--- config.mk ---
export PLATFORM = sky130hd
export DESIGN_NAME = control_logic_flat
export DESIGN_NICKNAME = d
export VERILOG_FILES = /design/src/rtl/control_logic_if.sv /design/src/rtl/control_logic.sv /design/src/flat_wrapper.sv
export SDC_FILE = /design/constraint.sdc
export NUM_CORES = 1
export LEC_CHECK = 0
export ABC_AREA = 1
export CAP_MARGIN = 10
export CORE_MARGIN = 2
export CORE_UTILIZATION = 40
export CTS_CLUSTER_SIZE = 24
export DETAILED_ROUTE_END_ITERATION = 16
export GPL_ROUTABILITY_DRIVEN = 0
export SLEW_MARGIN = 20
export SYNTH_ARGS = -nofsm -noshare
export SYNTH_HDL_FRONTEND = slang
export SYNTH_SLANG_ARGS = --single-unit
--- constraint.sdc ---
create_clock -name clk -period 0.8 [get_ports clk]
set_input_delay 0.24 -clock clk [delete_from_list [all_inputs] [get_ports clk]]
set_output_delay 0.24 -clock clk [all_outputs]
set_load 0.05 [all_outputs]
--- src/rtl/control_logic_if.sv ---
// Purpose: bundles the fetch/register-file inputs and the registered decode outputs of control_logic.
// Ports: inst, pc, rd1, rd2 flow from the fetch/regfile side into the control unit; reg_dest, out, next_pc,
//        mem_write, mem_to_reg and reg_write flow back out. master = stimulus/pipeline side, slave = control unit.
interface control_logic_if;
    logic [31:0] inst;
    logic [31:0] pc;
    logic [31:0] rd1;
    logic [31:0] rd2;
    logic        reg_dest;
    logic [31:0] out;
    logic [31:0] next_pc;
    logic        mem_write;
    logic        mem_to_reg;
    logic        reg_write;

    modport master (
        output inst, pc, rd1, rd2,
        input  reg_dest, out, next_pc, mem_write, mem_to_reg, reg_write
    );

    modport slave (
        input  inst, pc, rd1, rd2,
        output reg_dest, out, next_pc, mem_write, mem_to_reg, reg_write
    );
endinterface

--- src/rtl/control_logic.sv ---
// Purpose: MIPS-subset control unit with integrated ALU and next-PC logic (optional shifts via CTRL_SHIFT_EN).
// Latency: 1 cycle; every output is a register loaded from the combinational decode of the current inputs.
// Backpressure: none; a new instruction is accepted every cycle. Ports: clk, rst_n, bus (control_logic_if.slave).
module control_logic #(
    parameter logic [31:0] RESET_PC = 32'h0000_0000
) (
    input  logic                 clk,
    input  logic                 rst_n,
    control_logic_if.slave       bus
);

    localparam logic [5:0] OP_RTYPE = 6'h00;
    localparam logic [5:0] OP_J     = 6'h02;
    localparam logic [5:0] OP_BEQ   = 6'h04;
    localparam logic [5:0] OP_BNE   = 6'h05;
    localparam logic [5:0] OP_ADDI  = 6'h08;
    localparam logic [5:0] OP_ADDIU = 6'h09;
    localparam logic [5:0] OP_SLTI  = 6'h0A;
    localparam logic [5:0] OP_ANDI  = 6'h0C;
    localparam logic [5:0] OP_ORI   = 6'h0D;
    localparam logic [5:0] OP_XORI  = 6'h0E;
    localparam logic [5:0] OP_LUI   = 6'h0F;
    localparam logic [5:0] OP_LW    = 6'h23;
    localparam logic [5:0] OP_SW    = 6'h2B;

    localparam logic [5:0] FN_SLL  = 6'h00;
    localparam logic [5:0] FN_SRL  = 6'h02;
    localparam logic [5:0] FN_SRA  = 6'h03;
    localparam logic [5:0] FN_JR   = 6'h08;
    localparam logic [5:0] FN_ADD  = 6'h20;
    localparam logic [5:0] FN_ADDU = 6'h21;
    localparam logic [5:0] FN_SUB  = 6'h22;
    localparam logic [5:0] FN_SUBU = 6'h23;
    localparam logic [5:0] FN_AND  = 6'h24;
    localparam logic [5:0] FN_OR   = 6'h25;
    localparam logic [5:0] FN_XOR  = 6'h26;
    localparam logic [5:0] FN_NOR  = 6'h27;
    localparam logic [5:0] FN_SLT  = 6'h2A;
    localparam logic [5:0] FN_SLTU = 6'h2B;

    logic [5:0]  opcode;
    logic [5:0]  funct;
    logic [31:0] imm_sx;
    logic [31:0] imm_zx;
    logic [31:0] pc4;
    logic [31:0] br_target;

    logic        reg_dest_d, reg_dest_q;
    logic [31:0] out_d, out_q;
    logic [31:0] next_pc_d, next_pc_q;
    logic        mem_write_d, mem_write_q;
    logic        mem_to_reg_d, mem_to_reg_q;
    logic        reg_write_d, reg_write_q;

    assign opcode    = bus.inst[31:26];
    assign funct     = bus.inst[5:0];
    assign imm_sx    = {{16{bus.inst[15]}}, bus.inst[15:0]};
    assign imm_zx    = {16'h0000, bus.inst[15:0]};
    assign pc4       = bus.pc + 32'd4;
    assign br_target = pc4 + {imm_sx[29:0], 2'b00};

    // Defaults describe the "unsupported" outcome; each legal encoding overrides only what it needs.
    always_comb begin
        reg_dest_d   = 1'b0;
        out_d        = 32'h0;
        next_pc_d    = pc4;
        mem_write_d  = 1'b0;
        mem_to_reg_d = 1'b0;
        reg_write_d  = 1'b0;

        case (opcode)
            OP_RTYPE: begin
                reg_dest_d  = 1'b1;
                reg_write_d = 1'b1;
                case (funct)
                    FN_ADD, FN_ADDU: out_d = bus.rd1 + bus.rd2;
                    FN_SUB, FN_SUBU: out_d = bus.rd1 - bus.rd2;
                    FN_AND:          out_d = bus.rd1 & bus.rd2;
                    FN_OR:           out_d = bus.rd1 | bus.rd2;
                    FN_XOR:          out_d = bus.rd1 ^ bus.rd2;
                    FN_NOR:          out_d = ~(bus.rd1 | bus.rd2);
                    FN_SLT:          out_d = {31'h0, $signed(bus.rd1) < $signed(bus.rd2)};
                    FN_SLTU:         out_d = {31'h0, bus.rd1 < bus.rd2};
                    FN_JR: begin
                        reg_write_d = 1'b0;
                        next_pc_d   = bus.rd1;
                    end
`ifdef CTRL_SHIFT_EN
                    FN_SLL:          out_d = bus.rd2 << bus.inst[10:6];
                    FN_SRL:          out_d = bus.rd2 >> bus.inst[10:6];
                    FN_SRA:          out_d = $signed(bus.rd2) >>> bus.inst[10:6];
`endif
                    default: begin
                        reg_dest_d  = 1'b0;
                        reg_write_d = 1'b0;
                    end
                endcase
            end
            OP_ADDI, OP_ADDIU: begin
                reg_write_d = 1'b1;
                out_d       = bus.rd1 + imm_sx;
            end
            OP_SLTI: begin
                reg_write_d = 1'b1;
                out_d       = {31'h0, $signed(bus.rd1) < $signed(imm_sx)};
            end
            OP_ANDI: begin
                reg_write_d = 1'b1;
                out_d       = bus.rd1 & imm_zx;
            end
            OP_ORI: begin
                reg_write_d = 1'b1;
                out_d       = bus.rd1 | imm_zx;
            end
            OP_XORI: begin
                reg_write_d = 1'b1;
                out_d       = bus.rd1 ^ imm_zx;
            end
            OP_LUI: begin
                reg_write_d = 1'b1;
                out_d       = {bus.inst[15:0], 16'h0000};
            end
            OP_LW: begin
                reg_write_d  = 1'b1;
                mem_to_reg_d = 1'b1;
                out_d        = bus.rd1 + imm_sx;
            end
            OP_SW: begin
                mem_write_d = 1'b1;
                out_d       = bus.rd1 + imm_sx;
            end
            OP_BEQ, OP_BNE: begin
                out_d = bus.rd1 - bus.rd2;
                // opcode[0] distinguishes bne from beq.
                if ((bus.rd1 == bus.rd2) != opcode[0]) begin
                    next_pc_d = br_target;
                end
            end
            OP_J: begin
                next_pc_d = {pc4[31:28], bus.inst[25:0], 2'b00};
            end
            default: begin
            end
        endcase
    end

    always_ff @(posedge clk or negedge rst_n) begin
        if (!rst_n) begin
            reg_dest_q   <= 1'b0;
            out_q        <= 32'h0;
            next_pc_q    <= RESET_PC;
            mem_write_q  <= 1'b0;
            mem_to_reg_q <= 1'b0;
            reg_write_q  <= 1'b0;
        end else begin
            reg_dest_q   <= reg_dest_d;
            out_q        <= out_d;
            next_pc_q    <= next_pc_d;
            mem_write_q  <= mem_write_d;
            mem_to_reg_q <= mem_to_reg_d;
            reg_write_q  <= reg_write_d;
        end
    end

    assign bus.reg_dest   = reg_dest_q;
    assign bus.out        = out_q;
    assign bus.next_pc    = next_pc_q;
    assign bus.mem_write  = mem_write_q;
    assign bus.mem_to_reg = mem_to_reg_q;
    assign bus.reg_write  = reg_write_q;

endmodule

--- src/flat_wrapper.sv ---
// flat-port wrapper written by rule: the top's interface ports become plain ports
module control_logic_flat 
#(
    parameter logic [31:0] RESET_PC = 32'h0000_0000
)
  (clk, rst_n, bus_inst, bus_pc, bus_rd1, bus_rd2, bus_reg_dest, bus_out, bus_next_pc, bus_mem_write, bus_mem_to_reg, bus_reg_write);
  control_logic_if bus_i ();
  input  logic clk;
  input  logic rst_n;
  input wire logic [$bits(bus_i.inst)-1:0] bus_inst;
  input wire logic [$bits(bus_i.pc)-1:0] bus_pc;
  input wire logic [$bits(bus_i.rd1)-1:0] bus_rd1;
  input wire logic [$bits(bus_i.rd2)-1:0] bus_rd2;
  output wire logic [$bits(bus_i.reg_dest)-1:0] bus_reg_dest;
  output wire logic [$bits(bus_i.out)-1:0] bus_out;
  output wire logic [$bits(bus_i.next_pc)-1:0] bus_next_pc;
  output wire logic [$bits(bus_i.mem_write)-1:0] bus_mem_write;
  output wire logic [$bits(bus_i.mem_to_reg)-1:0] bus_mem_to_reg;
  output wire logic [$bits(bus_i.reg_write)-1:0] bus_reg_write;
  assign bus_i.inst = bus_inst;
  assign bus_i.pc = bus_pc;
  assign bus_i.rd1 = bus_rd1;
  assign bus_i.rd2 = bus_rd2;
  assign bus_reg_dest = bus_i.reg_dest;
  assign bus_out = bus_i.out;
  assign bus_next_pc = bus_i.next_pc;
  assign bus_mem_write = bus_i.mem_write;
  assign bus_mem_to_reg = bus_i.mem_to_reg;
  assign bus_reg_write = bus_i.reg_write;
  control_logic #(.RESET_PC(RESET_PC)) u_core (.clk(clk), .rst_n(rst_n), .bus(bus_i));
endmodule
==> results_dict.tcl, run 1 <==
set metrics [dict create \
    htree_num_levels 3 \
    netlist_area_um2 15730 \
    ys_seq_area_frac 0.1082 \
    ys_ff_latch 68 \
    error_line "[ERROR GRT-0232] Routing congestion too high. Check the congestion heatmap in the GUI." \
    syn_inst 2710 \
    async_flop_share 1.000 \
    ys_warn_count 0 \
    io_pins 198 \
    grt_max_degree 33 \
    clk_path_buf_depth 2 \
    synth_most_common_cell "nand2_1" \
    yosys-top-cells-count "nand2_1 (717), inv_1 (366), nor2_1 (286), a21oi_1 (241), nand3_1 (219)" \
    post-dp-hpwl_mm 70.69 \
    run_status "aborted with a tool error" \
    synth_ff_type "dfrtp_1" \
    dp.cells 4113 \
    cts.sinks 68 \
    synth_top_cell_by_area "nand2_1" \
    grt_remaining_overflow 384 \
    synth_edf_count 0 \
    port_buffers 197 \
    die_h_um 202.3 \
    initial_core_util 0.4060 \
    ys_top_cells_by_area "nand2_1 (17%), ha_1 (16%), dfrtp_1 (11%)" \
    cts_root_buffer "clkbuf_16" \
    syn_area_per_cell_um2 5.804 \
    num_rows 72 \
    die_x_um 202.3 \
    numCtsBuffers 9 \
    stop_stage "5_1_grt" \
    synth_top_area_share 0.1711 \
    worstEpCategory "register input" \
    synthDistinctLibCells 58 \
    grt_use_total 0.7551 \
    syn_nets 3050 \
    worstEndpointGrtRepair "u_core.bus.next_pc[24]$_DFF_PN0_/D" \
]
repair_timing:
action | CTS
resized for setup | 1384
pin swaps | 476
endpoints found under the hold margin | 68
gates cloned | 4
hold buffers | 1
setup buffers | 172
setup endpoints to repair | 136
logic make-up after synthesis:
family / after synthesis / share of synthesized area
xor gates and xnor gates: 48 / 0.02673
DFF: 68 / 0.1082
AOI/OAI and AO/OA: 536 / 0.1951
buffers and inverters: 456 / 0.1175
and+or+nand+nor: 1392 / 0.3835
adders and majority gates: 210 / 0.1690
per-layer routing:
metal  overflow  GRT usage
met2        220     0.9273
met3         12     0.6079
met4        143     0.7513
met1          9     0.7457
met5          0     0.2952
per-stage QoR:
stage	worst slack, ns	hold slack [ns]	cell area [um^2]	utilization
4_1_cts	-1.603	0.1893	31350	0.8094
2_1_floorplan	-1.714	-0.05559	17210	-
3_3_place_gp	-2.607	0.1293	26000	0.6711
3_5_place_dp	-2.737	0.1278	26000	0.6711
==> run 2, diff against run 1 <==
- CORE_UTILIZATION: 40 -> 25
- CTS_CLUSTER_SIZE: 24 -> not set
- PLACE_DENSITY_LB_ADDON: not set -> 0.15
==> run 2 against run 1 <==
Compared with the run above:
- the flow now finishes, with violations (negative setup slack)
- area after synthesis unchanged
- synthesized cell count stayed put
==> results_dict.tcl, run 2 <==
set metrics [dict create \
    run_status "finished with violations" \
    violations "negative setup slack" \
    synth_ff_type "dfrtp_1" \
    grt_max_degree 31 \
    drcViolationCount 0 \
    final_cell_mix "buf_4 (837), nand2_1 (420), buf_6 (186)" \
    syn_inst 2710 \
    avgViaCountPerCell 5.203 \
    die_x_um 254.8 \
    cts_root_buffer "clkbuf_16" \
    port_buffers 197 \
    crit_fanout 4 \
    cts.sinks 68 \
    num_rows 91 \
    wl_per_cell_um 21.78 \
    tightest_slew_ns 0.3743 \
    worst_ep_arrival_time_ns 2.81 \
    grt_pass1_wl_mm 148.3 \
    clk_path_buf_depth 2 \
    clock.fmax_mhz 393.4 \
    ys_top_cells_by_area "nand2_1 (17%), ha_1 (16%), dfrtp_1 (11%)" \
    grt_antenna_before_repair 3 \
    finalHoldViolCount 0 \
    rsz0062_at_grt "yes" \
    hold_path_class "input pin to flop" \
    finalSetupViolations 134 \
    initial_core_util 0.2539 \
    via_count 24710 \
    cts_tree "built" \
    slew_headroom 0.7489 \
    synth_most_common_cell "nand2_1" \
    synth_edf_count 0 \
    drive_gt1_frac 0.6587 \
    ys_seq_area_frac 0.1082 \
    finalCritPeriodShare 3.177 \
    hold_ws_ns 0.2408 \
    p_per_area_nw_per_um2 916.3 \
    htree_num_levels 3 \
    synthDistinctLibCells 58 \
    worstSetupStartpointType "input pin" \
    area_delta_synth_final_pct 125.5 \
    clk_pin_slew_ns 0.06 \
    nets 4248 \
    async_flop_share 1.000 \
    ir_drop_v 0.001208 \
    yosys-top-cells-count "nand2_1 (717), inv_1 (366), nor2_1 (286), a21oi_1 (241), nand3_1 (219)" \
    grt_use_total 0.3053 \
    netlist_area_um2 15730 \
    ys_warn_count 0 \
    coreArea_um2 61940 \
    syn_nets 3050 \
    synth_top_area_share 0.1711 \
    worstPathRequired_ns 1.07 \
    die_h_um 254.8 \
    ys_ff_latch 68 \
    wl_mm 103.5 \
    utilization 0.5727 \
    grt_remaining_overflow 0 \
    first_pass_iters 8 \
    crit_type "input pin to flop" \
    final_common_cell "buf_4" \
    grt_pass1_vias 24950 \
    numCtsBuffers 9 \
    maxCapViolCount 0 \
    cp-end-kind "flop" \
    drtIter0Drc 2073 \
    syn_area_per_cell_um2 5.804 \
    post-dp-hpwl_mm 77.46 \
    synth_top_cell_by_area "nand2_1" \
    worst_slack_ns -1.742 \
    diodes 0 \
    dieArea_um2 64930 \
    drv_slew 0 \
    ant_nets 0 \
    io_pins 198 \
    finalCriticalPeriod_ns 2.542 \
    cellLeakagePower_nw 16.49 \
]
==> run 2: cell counts after synthesis <==
No cell type changed its count.
==> run 2: area by class of cell <==
type | count | area (um^2)
Tap cell | 837 | 1047
Inverter | 397 | 1728
Clock inverter | 2 | 35.03
Multi-Input combinational cell | 2186 | 18920
Clock buffer | 13 | 250.2
Sequential cell | 68 | 1787
Timing Repair Buffer | 1246 | 11700
Fill cell | 5295 | 26470
==> run 2: routing by layer <==
metal  global-route usage  vias to the layer above  wire length (um)
met1               0.3659                    11760             39550
li1                     -                    11330                 -
met2               0.5234                     1246             48700
met4               0.1841                        0              7939
met5                    0                        -                 0
met3              0.03549                      369              7260
==> run 2: stage by stage <==
step	TNS [ns]	setup WS [ns]	cells	power, W	area (um^2)
after floorplan	-77.95	-1.714	2710	0.01177	17210
after global placement	-145.95	-2.801	4484	0.02065	26840
after detailed placement	-147.07	-2.867	4484	0.02074	26840
after CTS	-103.58	-1.570	4692	0.02998	33370
after global routing	-113.26	-1.850	4749	0.03381	35470
final	-106.49	-1.742	4749	0.03251	35470
==> run 2: path summary, 6_finish.rpt <==
path | start | end | slack [ns] | cells past startpoint
min in group asynchronous | rst_n | u_core.bus.out[14]$_DFF_PN0_ | 0.39 | 3
max | bus_pc[4] | u_core.bus.next_pc[25]$_DFF_PN0_ | -1.74 | 19
min | bus_inst[30] | u_core.bus.mem_write$_DFF_PN0_ | 0.24 | 5
max in group asynchronous | rst_n | u_core.bus.next_pc[25]$_DFF_PN0_ | 0.14 | 3
==> run 2: cells by family after synthesis <==
kind of cell | count (synthesis) | share of synthesized area
flops | 68 | 0.1082
buf+inv | 456 | 0.1175
fa+ha+maj | 210 | 0.1690
compound gates | 536 | 0.1951
simple gates | 1392 | 0.3835
xor+xnor | 48 | 0.02673
==> run 2: report_power, final <==
| group | switching, W | total [W] | internal (W) |
|---|---|---|---|
| logic | 0.0130 | 0.0242 | 0.0112 |
| registers | 0.000223 | 0.00393 | 0.00371 |
| clock network | 0.00194 | 0.00442 | 0.00248 |
| total | 0.0151 | 0.0325 | 0.0174 |
==> run 2: repair_timing <==
item / 4_1_cts / 5_1_grt
pin swaps: 541 / 391
hold buffers: 1 / 0
setup endpoints to repair: 136 / 135
endpoints found under the hold margin: 68 / 0
gates cloned: 3 / 0
gates resized for setup: 1687 / 472
setup buffers: 199 / 80
==> run 2: critical path, stage by stage <==
cell      delay, ns
buf_8          0.09
clkinv_8       0.06
nor3_4         0.22
nand2_2        0.12
buf_4          0.16
nor2_4         0.15
xor2_1         0.09
buf_4          0.16
ha_4           0.27
buf_4          0.15
nand2_4        0.10
nor2_4         0.21
nand3_4        0.15
nor2_4         0.16
o21ai_4        0.11
nand4_1        0.11
nand3_2        0.07
nand2_1        0.08
nand4_1        0.07
(Power assumes the default switching activity.)
